## config.mk

```make
export PLATFORM = sky130hd
export DESIGN_NAME = key_event_decoder_flat
export DESIGN_NICKNAME = d
export VERILOG_FILES = /design/src/rtl/key_event_decoder_if.sv /design/src/rtl/key_event_decoder.sv /design/src/flat_wrapper.sv
export SDC_FILE = /design/constraint.sdc
export NUM_CORES = 1
export LEC_CHECK = 0
export CORE_MARGIN = 2
export CORE_UTILIZATION = 64
export CTS_BUF_LIST = sky130_fd_sc_hd__clkbuf_4 sky130_fd_sc_hd__clkbuf_8
export DETAILED_ROUTE_END_ITERATION = 10
export PLACE_DENSITY_LB_ADDON = 0.12
export SYNTH_ARGS = -nofsm -noshare
export SYNTH_HDL_FRONTEND = slang
export SYNTH_SLANG_ARGS = --single-unit
```

## constraint.sdc

```tcl
create_clock -name clk -period 2.5 [get_ports clk]
set_input_delay 0.5 -clock clk [delete_from_list [all_inputs] [get_ports clk]]
set_output_delay 0.5 -clock clk [all_outputs]
set_load 0.005 [all_outputs]
```

## src/rtl/key_event_decoder_if.sv

```systemverilog
// Key pin and command-pulse bundle for one front-panel key decoder.
// Pulses carry no valid/ready: each is a one-cycle strobe the consumer must sample, there is no backpressure.
interface key_event_decoder_if;
    logic key_in;
    logic key_level;
    logic short_out;
    logic long_out;
    logic double_out;
    logic repeat_out;

    modport master (
        output key_in,
        input  key_level,
        input  short_out,
        input  long_out,
        input  double_out,
        input  repeat_out
    );

    modport slave (
        input  key_in,
        output key_level,
        output short_out,
        output long_out,
        output double_out,
        output repeat_out
    );
endinterface

```

## src/rtl/key_event_decoder.sv

```systemverilog
// Push-button front end: sync, debounce, and short/long/double gesture pulses.
// Auto-repeat while long-held is built only when KEY_REPEAT_EN is defined.
module key_event_decoder #(
    parameter logic [19:0] DEB_MAX    = 20'd999_999,
    parameter logic [25:0] LONG_MAX   = 26'd49_999_999,
    parameter logic [23:0] GAP_MAX    = 24'd14_999_999,
    parameter logic [23:0] REPEAT_MAX = 24'd9_999_999
) (
    input  logic                  clk,
    input  logic                  rst,
    key_event_decoder_if.slave    kif,
    output logic [2:0]            dbg_state_o
);

    typedef enum logic [2:0] {
        IDLE      = 3'd0,
        PRESS1    = 3'd1,
        WAIT2     = 3'd2,
        PRESS2    = 3'd3,
        LONG_HOLD = 3'd4
    } state_t;

    state_t      state_q;
    logic        sync1_q;
    logic        sync2_q;
    logic        key_st_q;
    logic        key_st_d;
    logic        key_st_dly_q;
    logic [19:0] deb_cnt_q;
    logic [19:0] deb_cnt_d;
    logic [25:0] hold_cnt_q;
    logic [23:0] gap_cnt_q;
    logic        key_level_q;
    logic        short_q;
    logic        long_q;
    logic        double_q;
    logic        repeat_q;
    logic        press_evt;
    logic        rel_evt;

    // key_in is 0 when pressed, so the stable level idles at 1.
    always_comb begin
        deb_cnt_d = deb_cnt_q;
        key_st_d  = key_st_q;
        if (sync2_q == key_st_q) begin
            deb_cnt_d = '0;
        end else if (deb_cnt_q == DEB_MAX) begin
            key_st_d  = sync2_q;
            deb_cnt_d = '0;
        end else if (deb_cnt_q != '1) begin
            deb_cnt_d = deb_cnt_q + 20'd1;
        end
    end

    always_ff @(posedge clk or negedge rst) begin
        if (!rst) begin
            sync1_q      <= 1'b1;
            sync2_q      <= 1'b1;
            key_st_q     <= 1'b1;
            key_st_dly_q <= 1'b1;
            deb_cnt_q    <= '0;
            key_level_q  <= 1'b0;
        end else begin
            sync1_q      <= kif.key_in;
            sync2_q      <= sync1_q;
            key_st_q     <= key_st_d;
            key_st_dly_q <= key_st_q;
            deb_cnt_q    <= deb_cnt_d;
            key_level_q  <= ~key_st_q;
        end
    end

    assign press_evt = key_st_dly_q & ~key_st_q;
    assign rel_evt   = ~key_st_dly_q & key_st_q;

`ifdef KEY_REPEAT_EN
    logic [23:0] rep_cnt_q;
`else
    logic unused_repeat_max;
    assign unused_repeat_max = ^REPEAT_MAX;
`endif

    always_ff @(posedge clk or negedge rst) begin
        if (!rst) begin
            state_q    <= IDLE;
            hold_cnt_q <= '0;
            gap_cnt_q  <= '0;
            short_q    <= 1'b0;
            long_q     <= 1'b0;
            double_q   <= 1'b0;
            repeat_q   <= 1'b0;
`ifdef KEY_REPEAT_EN
            rep_cnt_q  <= '0;
`endif
        end else begin
            short_q  <= 1'b0;
            long_q   <= 1'b0;
            double_q <= 1'b0;
            repeat_q <= 1'b0;
            case (state_q)
                IDLE: begin
                    if (press_evt) begin
                        state_q    <= PRESS1;
                        hold_cnt_q <= '0;
                    end
                end
                PRESS1: begin
                    if (hold_cnt_q != '1) begin
                        hold_cnt_q <= hold_cnt_q + 26'd1;
                    end
                    // A release landing on the long threshold still counts as long.
                    if (hold_cnt_q == LONG_MAX) begin
                        long_q  <= 1'b1;
                        state_q <= rel_evt ? IDLE : LONG_HOLD;
`ifdef KEY_REPEAT_EN
                        rep_cnt_q <= '0;
`endif
                    end else if (rel_evt) begin
                        state_q   <= WAIT2;
                        gap_cnt_q <= '0;
                    end
                end
                WAIT2: begin
                    if (gap_cnt_q != '1) begin
                        gap_cnt_q <= gap_cnt_q + 24'd1;
                    end
                    if (press_evt) begin
                        double_q <= 1'b1;
                        state_q  <= PRESS2;
                    end else if (gap_cnt_q == GAP_MAX) begin
                        short_q <= 1'b1;
                        state_q <= IDLE;
                    end
                end
                PRESS2: begin
                    if (rel_evt) begin
                        state_q <= IDLE;
                    end
                end
                LONG_HOLD: begin
                    if (rel_evt) begin
                        state_q <= IDLE;
                    end
`ifdef KEY_REPEAT_EN
                    if (rel_evt) begin
                        rep_cnt_q <= '0;
                    end else if (rep_cnt_q == REPEAT_MAX) begin
                        repeat_q  <= 1'b1;
                        rep_cnt_q <= '0;
                    end else if (rep_cnt_q != '1) begin
                        rep_cnt_q <= rep_cnt_q + 24'd1;
                    end
`endif
                end
                default: begin
                    state_q <= IDLE;
                end
            endcase
        end
    end

    assign kif.key_level  = key_level_q;
    assign kif.short_out  = short_q;
    assign kif.long_out   = long_q;
    assign kif.double_out = double_q;
    assign kif.repeat_out = repeat_q;
    assign dbg_state_o    = state_q;

endmodule

```

## src/flat_wrapper.sv

```systemverilog
// flat-port wrapper written by rule: the top's interface ports become plain ports
module key_event_decoder_flat 
#(
    parameter logic [19:0] DEB_MAX    = 20'd999_999,
    parameter logic [25:0] LONG_MAX   = 26'd49_999_999,
    parameter logic [23:0] GAP_MAX    = 24'd14_999_999,
    parameter logic [23:0] REPEAT_MAX = 24'd9_999_999
)
  (clk, rst, dbg_state_o, kif_key_in, kif_key_level, kif_short_out, kif_long_out, kif_double_out, kif_repeat_out);
  key_event_decoder_if kif_i ();
  input  logic clk;
  input  logic rst;
  output logic [2:0] dbg_state_o;
  input wire logic [$bits(kif_i.key_in)-1:0] kif_key_in;
  output wire logic [$bits(kif_i.key_level)-1:0] kif_key_level;
  output wire logic [$bits(kif_i.short_out)-1:0] kif_short_out;
  output wire logic [$bits(kif_i.long_out)-1:0] kif_long_out;
  output wire logic [$bits(kif_i.double_out)-1:0] kif_double_out;
  output wire logic [$bits(kif_i.repeat_out)-1:0] kif_repeat_out;
  assign kif_i.key_in = kif_key_in;
  assign kif_key_level = kif_i.key_level;
  assign kif_short_out = kif_i.short_out;
  assign kif_long_out = kif_i.long_out;
  assign kif_double_out = kif_i.double_out;
  assign kif_repeat_out = kif_i.repeat_out;
  key_event_decoder #(.DEB_MAX(DEB_MAX), .LONG_MAX(LONG_MAX), .GAP_MAX(GAP_MAX), .REPEAT_MAX(REPEAT_MAX)) u_core (.clk(clk), .rst(rst), .kif(kif_i), .dbg_state_o(dbg_state_o));
endmodule
```

==> results of run 1 <==
-- synthesized netlist by cell type, types with 9 or more instances --
cell type,count,area (um2)
clkbuf_1,18,67.6
o21ai_0,22,110
nand2_1,53,199
dfrtp_1,77,1930
nor4_1,10,62.6
and4_1,10,87.6
nand3_1,26,130
a31oi_1,43,269
nor2_1,42,158
and3_1,10,62.6
inv_1,9,33.8
nand4_1,21,131
nor3_1,11,55.1
a21oi_1,25,125
xor2_1,14,123
-- layer usage --
layer  share of wire, %  routed length (um)  track usage (%)
met1                 49                5040             41.6
met2                 45                4680             40.5
met3                4.6                 476             4.71
met4                1.8                 192             9.36
met5                  0                   0                0
-- sequential cells by signal, summed over array words and instances, names as in the netlist, 3 cells and up --
name                cells
u_core.hold_cnt_q      26
u_core.gap_cnt_q       24
u_core.deb_cnt_q       20
u_core.dbg_state_o      3
-- power breakdown --
part           internal, mW  switching [mW]  total, mW
clock                 0.461           0.505      0.967
combinational        0.0126          0.0355     0.0481
sequential             1.32         0.00503       1.32
-- worst max-delay path: stages (launching register included) --
cell and delay, ns:
dfrtp_1 0.41, ha_1 0.30, and2_1 0.22, nand4_2 0.18, or3_1 0.54, o21ai_1 0.34, a221o_1 0.20
-- layout make-up --
| class | instances | area (um2) |
|---|---|---|
| Clock inverter | 7 | 70.1 |
| Fill cell | 581 | 2130 |
| Clock buffer | 9 | 124 |
| Inverter | 9 | 33.8 |
| Timing Repair Buffer | 21 | 190 |
| Tap cell | 99 | 124 |
| Multi-Input combinational cell | 393 | 2440 |
| Sequential cell | 81 | 2030 |
-- kinds of logic after synthesis --
kind of cell	Yosys count	synth area share, %
other	1	0.0809
buffers and inverters	37	3.56
AND/OR/NAND/NOR	219	25.7
multiplexers	3	0.648
adder cells (fa/ha/maj)	3	0.810
AO/OA/AOI/OAI	151	22.3
flip-flops	81	43.9
XOR/XNOR	16	3.02
-- worst paths after layout --
check                      cells past startpoint                     to  slack (ns)
setup / recovery                               6  u_core.hold_cnt_q[23]        0.25
hold / removal                                 1   u_core.deb_cnt_q[19]        0.13
setup reg to reg                               6  u_core.hold_cnt_q[23]        0.25
hold reg to reg                                0         u_core.sync2_q        0.37
max in group asynchronous                      2    u_core.key_st_dly_q        1.70
min in group clk                               0         u_core.sync2_q        0.37
==> flow_summary.yaml, run 1 <==
run_status:
  status: "completed"
sta:
  fin_crit_ns: 2.25
  report.final.slew_viol_count: 0
  setup-violations-final: 0
  hold_violations: 0
  whs_ns: 0.134
  finalClockSkew_ns: 0.00679
  period_share_pct: 89.8
  timing.final.ws_setup_ns: 0.254
  fmax_mhz: 445
  worst_pin_slew_ns: 0.578
  maxSlewHeadroom_pct: 61.1
  tns_ns: 0
  rsz0062_at_grt: "false"
global_route:
  overflow: 0
  grt_pass1_vias: 3499
  grt_max_degree: 46
  grt_pass1_wl_mm: 17.2
  grt_util_all_layers_pct: 27.6
  antenna_found_initial: 0
final_layout:
  area_growth_syn_to_layout_pct: 8.13
  diodes: 0
  layout_commonest_cell: "dfrtp_1"
  final_cells: 619
  final_cell_mix: "77 x dfrtp_1, 53 x nand2_1, 43 x a31oi_1"
  drive_gt1_share_pct: 9.62
  fin_util_pct: 70.2
  final_nets: 521
  fin_area_um2: 5010
critical_path:
  worstSetupPathType: "reg -> reg"
  crit_path_start_kind: "register"
  cp_max_fo: 7
  end_kind: "register"
  arrival_ns: 2.54
  r2r-start: "u_core.hold_cnt_q[0]"
  crit_path_start: "u_core.hold_cnt_q[0]"
  required_ns: 2.80
floorplan:
  die_w_um: 89.1
  num_io_pins: 11
  core_um2: 7140
  num_rows: 31
  start_util_pct: 64.9
  die_y_um: 89.1
  dieArea_um2: 7940
job:
  maxCapViolCount: 0
placement:
  pre_cts_slack_ns: 0.278
  dp_hpwl_mm: 7.22
  place.gp.congestion: 0.922
  io_buffers: 9
  postPlaceCellArea_um2: 4820
  place_inst: 603
logic_synthesis:
  netlist_area_um2: 4630
  synth_edf_count: 0
  yosysUniqueCellTypes: 65
  synthesis.nets: 517
  synth-seq-cells: 81
  yosysSeqAreaShare_pct: 43.9
  yosysWarnings: 0
  synthFlopType: "dfrtp_1"
  syn-mean-instance-area_um2: 9.07
  synth_cells: 511
  ys_async_sr_fraction_pct: 100
routing:
  drt_iter0_markers: 336
  wirelength_mm: 10.4
  firstDrtPassIters: 6
  ant_nets: 0
  drc: 0
  post_drt_wl_per_cell_um: 16.8
  via_per_inst: 6.57
  via_count: 4066
clock_network:
  cts_setup_buffers: 0
  cts_sinks: 81
  path_clk_slew_ns: 0.09
  hold_buffers: 0
  clockRootBuffer: "clkbuf_8"
  clockBufferDepth: 2
  cts_tree: "done"
  ctsResizeCount: 0
  numCtsBuffers: 9
  htree_levels: 3
  insertion_delay_ns: 0.36
pwr:
  p_per_area_nw_per_um2: 466
  p_leak_nw: 2.00
  ir_drop_mv: 0.310
  finalPower_mw: 2.34
min_path:
  min_path_type: "in -> async"
No activity file was read; power rests on OpenSTA's default activity.
==> run 2: changes to the inputs <==
--- a/config.mk
+++ b/config.mk
@@ -10,6 +10,7 @@
 export CTS_BUF_LIST = sky130_fd_sc_hd__clkbuf_4 sky130_fd_sc_hd__clkbuf_8
 export DETAILED_ROUTE_END_ITERATION = 10
 export PLACE_DENSITY_LB_ADDON = 0.12
+export SLEW_MARGIN = 30
 export SYNTH_ARGS = -nofsm -noshare
 export SYNTH_HDL_FRONTEND = slang
 export SYNTH_SLANG_ARGS = --single-unit
==> constraint.sdc (replaced) <==
create_clock -name clk -period 2.3 [get_ports clk]
set_input_delay 0.46 -clock clk [delete_from_list [all_inputs] [get_ports clk]]
set_output_delay 0.46 -clock clk [all_outputs]
set_load 0.005 [all_outputs]
==> run 2 against run 1 <==
Against the previous run:
- setup slack worse by 0.10 ns
- final cell count up 0.81%
- first-iteration DRC count down 12%
- wire length up 1.1%
- die area unchanged
- hold slack worse by 0.060 ns
- flip-flop and latch count unchanged
- clock-buffer cell count up 3
- critical path type unchanged
- largest power group unchanged
==> flow_summary.yaml, run 2 (synthesized netlist as in run 1, its figures left out) <==
run_status:
  status: "completed"
placement:
  dp_hpwl_mm: 7.38
  io_buffers: 9
  place_inst: 608
  place.gp.congestion: 0.941
clock_network:
  cts_sinks: 81
  numCtsBuffers: 9
  ctsResizeCount: 0
  htree_levels: 3
  cts_setup_buffers: 0
  cts_tree: "done"
  clockRootBuffer: "clkbuf_8"
  clockBufferDepth: 2
  path_clk_slew_ns: 0.08
  hold_buffers: 0
  insertion_delay_ns: 0.35
critical_path:
  worstSetupPathType: "reg -> reg"
  end_kind: "register"
  cpMaxStageDelayCell: "or3_1"
  cp_num_buf_inv: 0
  required_ns: 2.59
  crit_path_start_kind: "register"
  path_delay_family: "simple AND/OR/NAND/NOR gates"
  arrival_ns: 2.44
  crit_path_cell_trace: "ha_1, and2_1, nand4_2, or3_1, o21ai_1, a221o_1"
  cp_max_fo: 7
  cp_slowest_stage_delay_ns: 0.51
final_layout:
  largest_register_ffs: 26
  final_cells: 624
  diodes: 0
  layout_commonest_cell: "dfrtp_1"
  final_nets: 526
  n_fill_cell: 566
  regMostFlops: "u_core.hold_cnt_q"
  reg_top3: "u_core.hold_cnt_q (26), u_core.gap_cnt_q (24), u_core.deb_cnt_q (20)"
  drive_gt1_share_pct: 10.5
  area_growth_syn_to_layout_pct: 9.29
  final_cell_mix: "77 x dfrtp_1, 53 x nand2_1, 43 x a31oi_1"
pwr:
  p_clk_share_pct: 42.1
  p_sw_mw: 0.552
  p_per_area_nw_per_um2: 507
  ir_drop_mv: 0.353
  p_seq_share_pct: 55.9
  pwr-share-comb_pct: 2.0
  intPower_mw: 2.02
  p_leak_nw: 2.03
  p_sw_share_pct: 21.5
sta:
  worst_pin_slew_ns: 0.597
  report.final.slew_viol_count: 0
  setup-violations-final: 0
  rsz0062_at_grt: "false"
  finalClockSkew_ns: 0.0114
  fmax_mhz: 466
  tns_ns: 0
  fin_crit_ns: 2.15
  whs_ns: 0.0741
  hold_violations: 0
  period_share_pct: 93.4
  maxSlewHeadroom_pct: 60.1
routing:
  firstDrtPassIters: 5
  via_count: 4093
  drt_iter0_markers: 297
  drc: 0
  via_per_inst: 6.56
  wirelength_mm: 10.5
  post_drt_wl_per_cell_um: 16.8
  ant_nets: 0
floorplan:
  die_y_um: 89.1
  start_util_pct: 64.9
  core_um2: 7140
  num_rows: 31
  dieArea_um2: 7940
  num_io_pins: 11
  die_w_um: 89.1
global_route:
  antenna_found_initial: 0
  grt_pass1_wl_mm: 17.5
  grt_pass1_vias: 3787
  overflow: 0
  grt_util_all_layers_pct: 28.2
  grt_max_degree: 44
job:
  maxCapViolCount: 0
min_path:
  min_path_type: "in -> async"
-- run 2: layer usage --
layer  up-vias  routed length [um]  GRT usage (%)
met1      2006                4950           40.2
li1       1954                   -              -
met5         -                   0              0
met3        19                 567           6.37
met4         0                 214           10.4
met2       114                4770           42.2
-- run 2: worst paths after layout --
path                                 startpoint                     to  slack, ns  depth (start not counted)
setup / recovery           u_core.hold_cnt_q[0]  u_core.hold_cnt_q[23]       0.15                          6
setup reg to reg           u_core.hold_cnt_q[0]  u_core.hold_cnt_q[23]       0.15                          6
hold reg to reg                  u_core.sync1_q         u_core.sync2_q       0.35                          0
max in group asynchronous                   rst    u_core.key_st_dly_q       1.56                          2
hold / removal                              rst    u_core.deb_cnt_q[0]       0.07                          1
min in group clk                 u_core.sync1_q         u_core.sync2_q       0.35                          0
-- run 2: area by class of cell --
type                       count  area (um2)  share of cell area (%)
clock buffer                  12         159                    3.14
clock inverter                 4        51.3                    1.01
inverter                       9        33.8                   0.667
multi-input combinational    393        2440                    48.1
sequential                    81        2030                    40.1
tap                           99         124                    2.45
timing repair buffer          26         228                    4.50
-- run 2: power by group through the flow --
stage                     Clock [mW]  Sequential, mW  Combinational, mW
after floorplan                    0            1.46             0.0146
after global placement             0            1.46             0.0537
after detailed placement           0            1.46             0.0552
after CTS                       1.10            1.44             0.0551
after global routing            1.18            1.44             0.0625
final                           1.08            1.44             0.0523
-- run 2: through the flow --
step | cell area (um2) | setup slack [ns] | utilization (%) | power, mW
final | 5060 | 0.152 | 71.0 | 2.57
after global routing | 5060 | 0.0414 | 71.0 | 2.68
after CTS | 5060 | 0.161 | 71.0 | 2.59
after detailed placement | 4850 | 0.200 | 68.0 | 1.52
after global placement | 4850 | 0.276 | 68.0 | 1.52
after floorplan | 4630 | 0.378 | - | 1.48
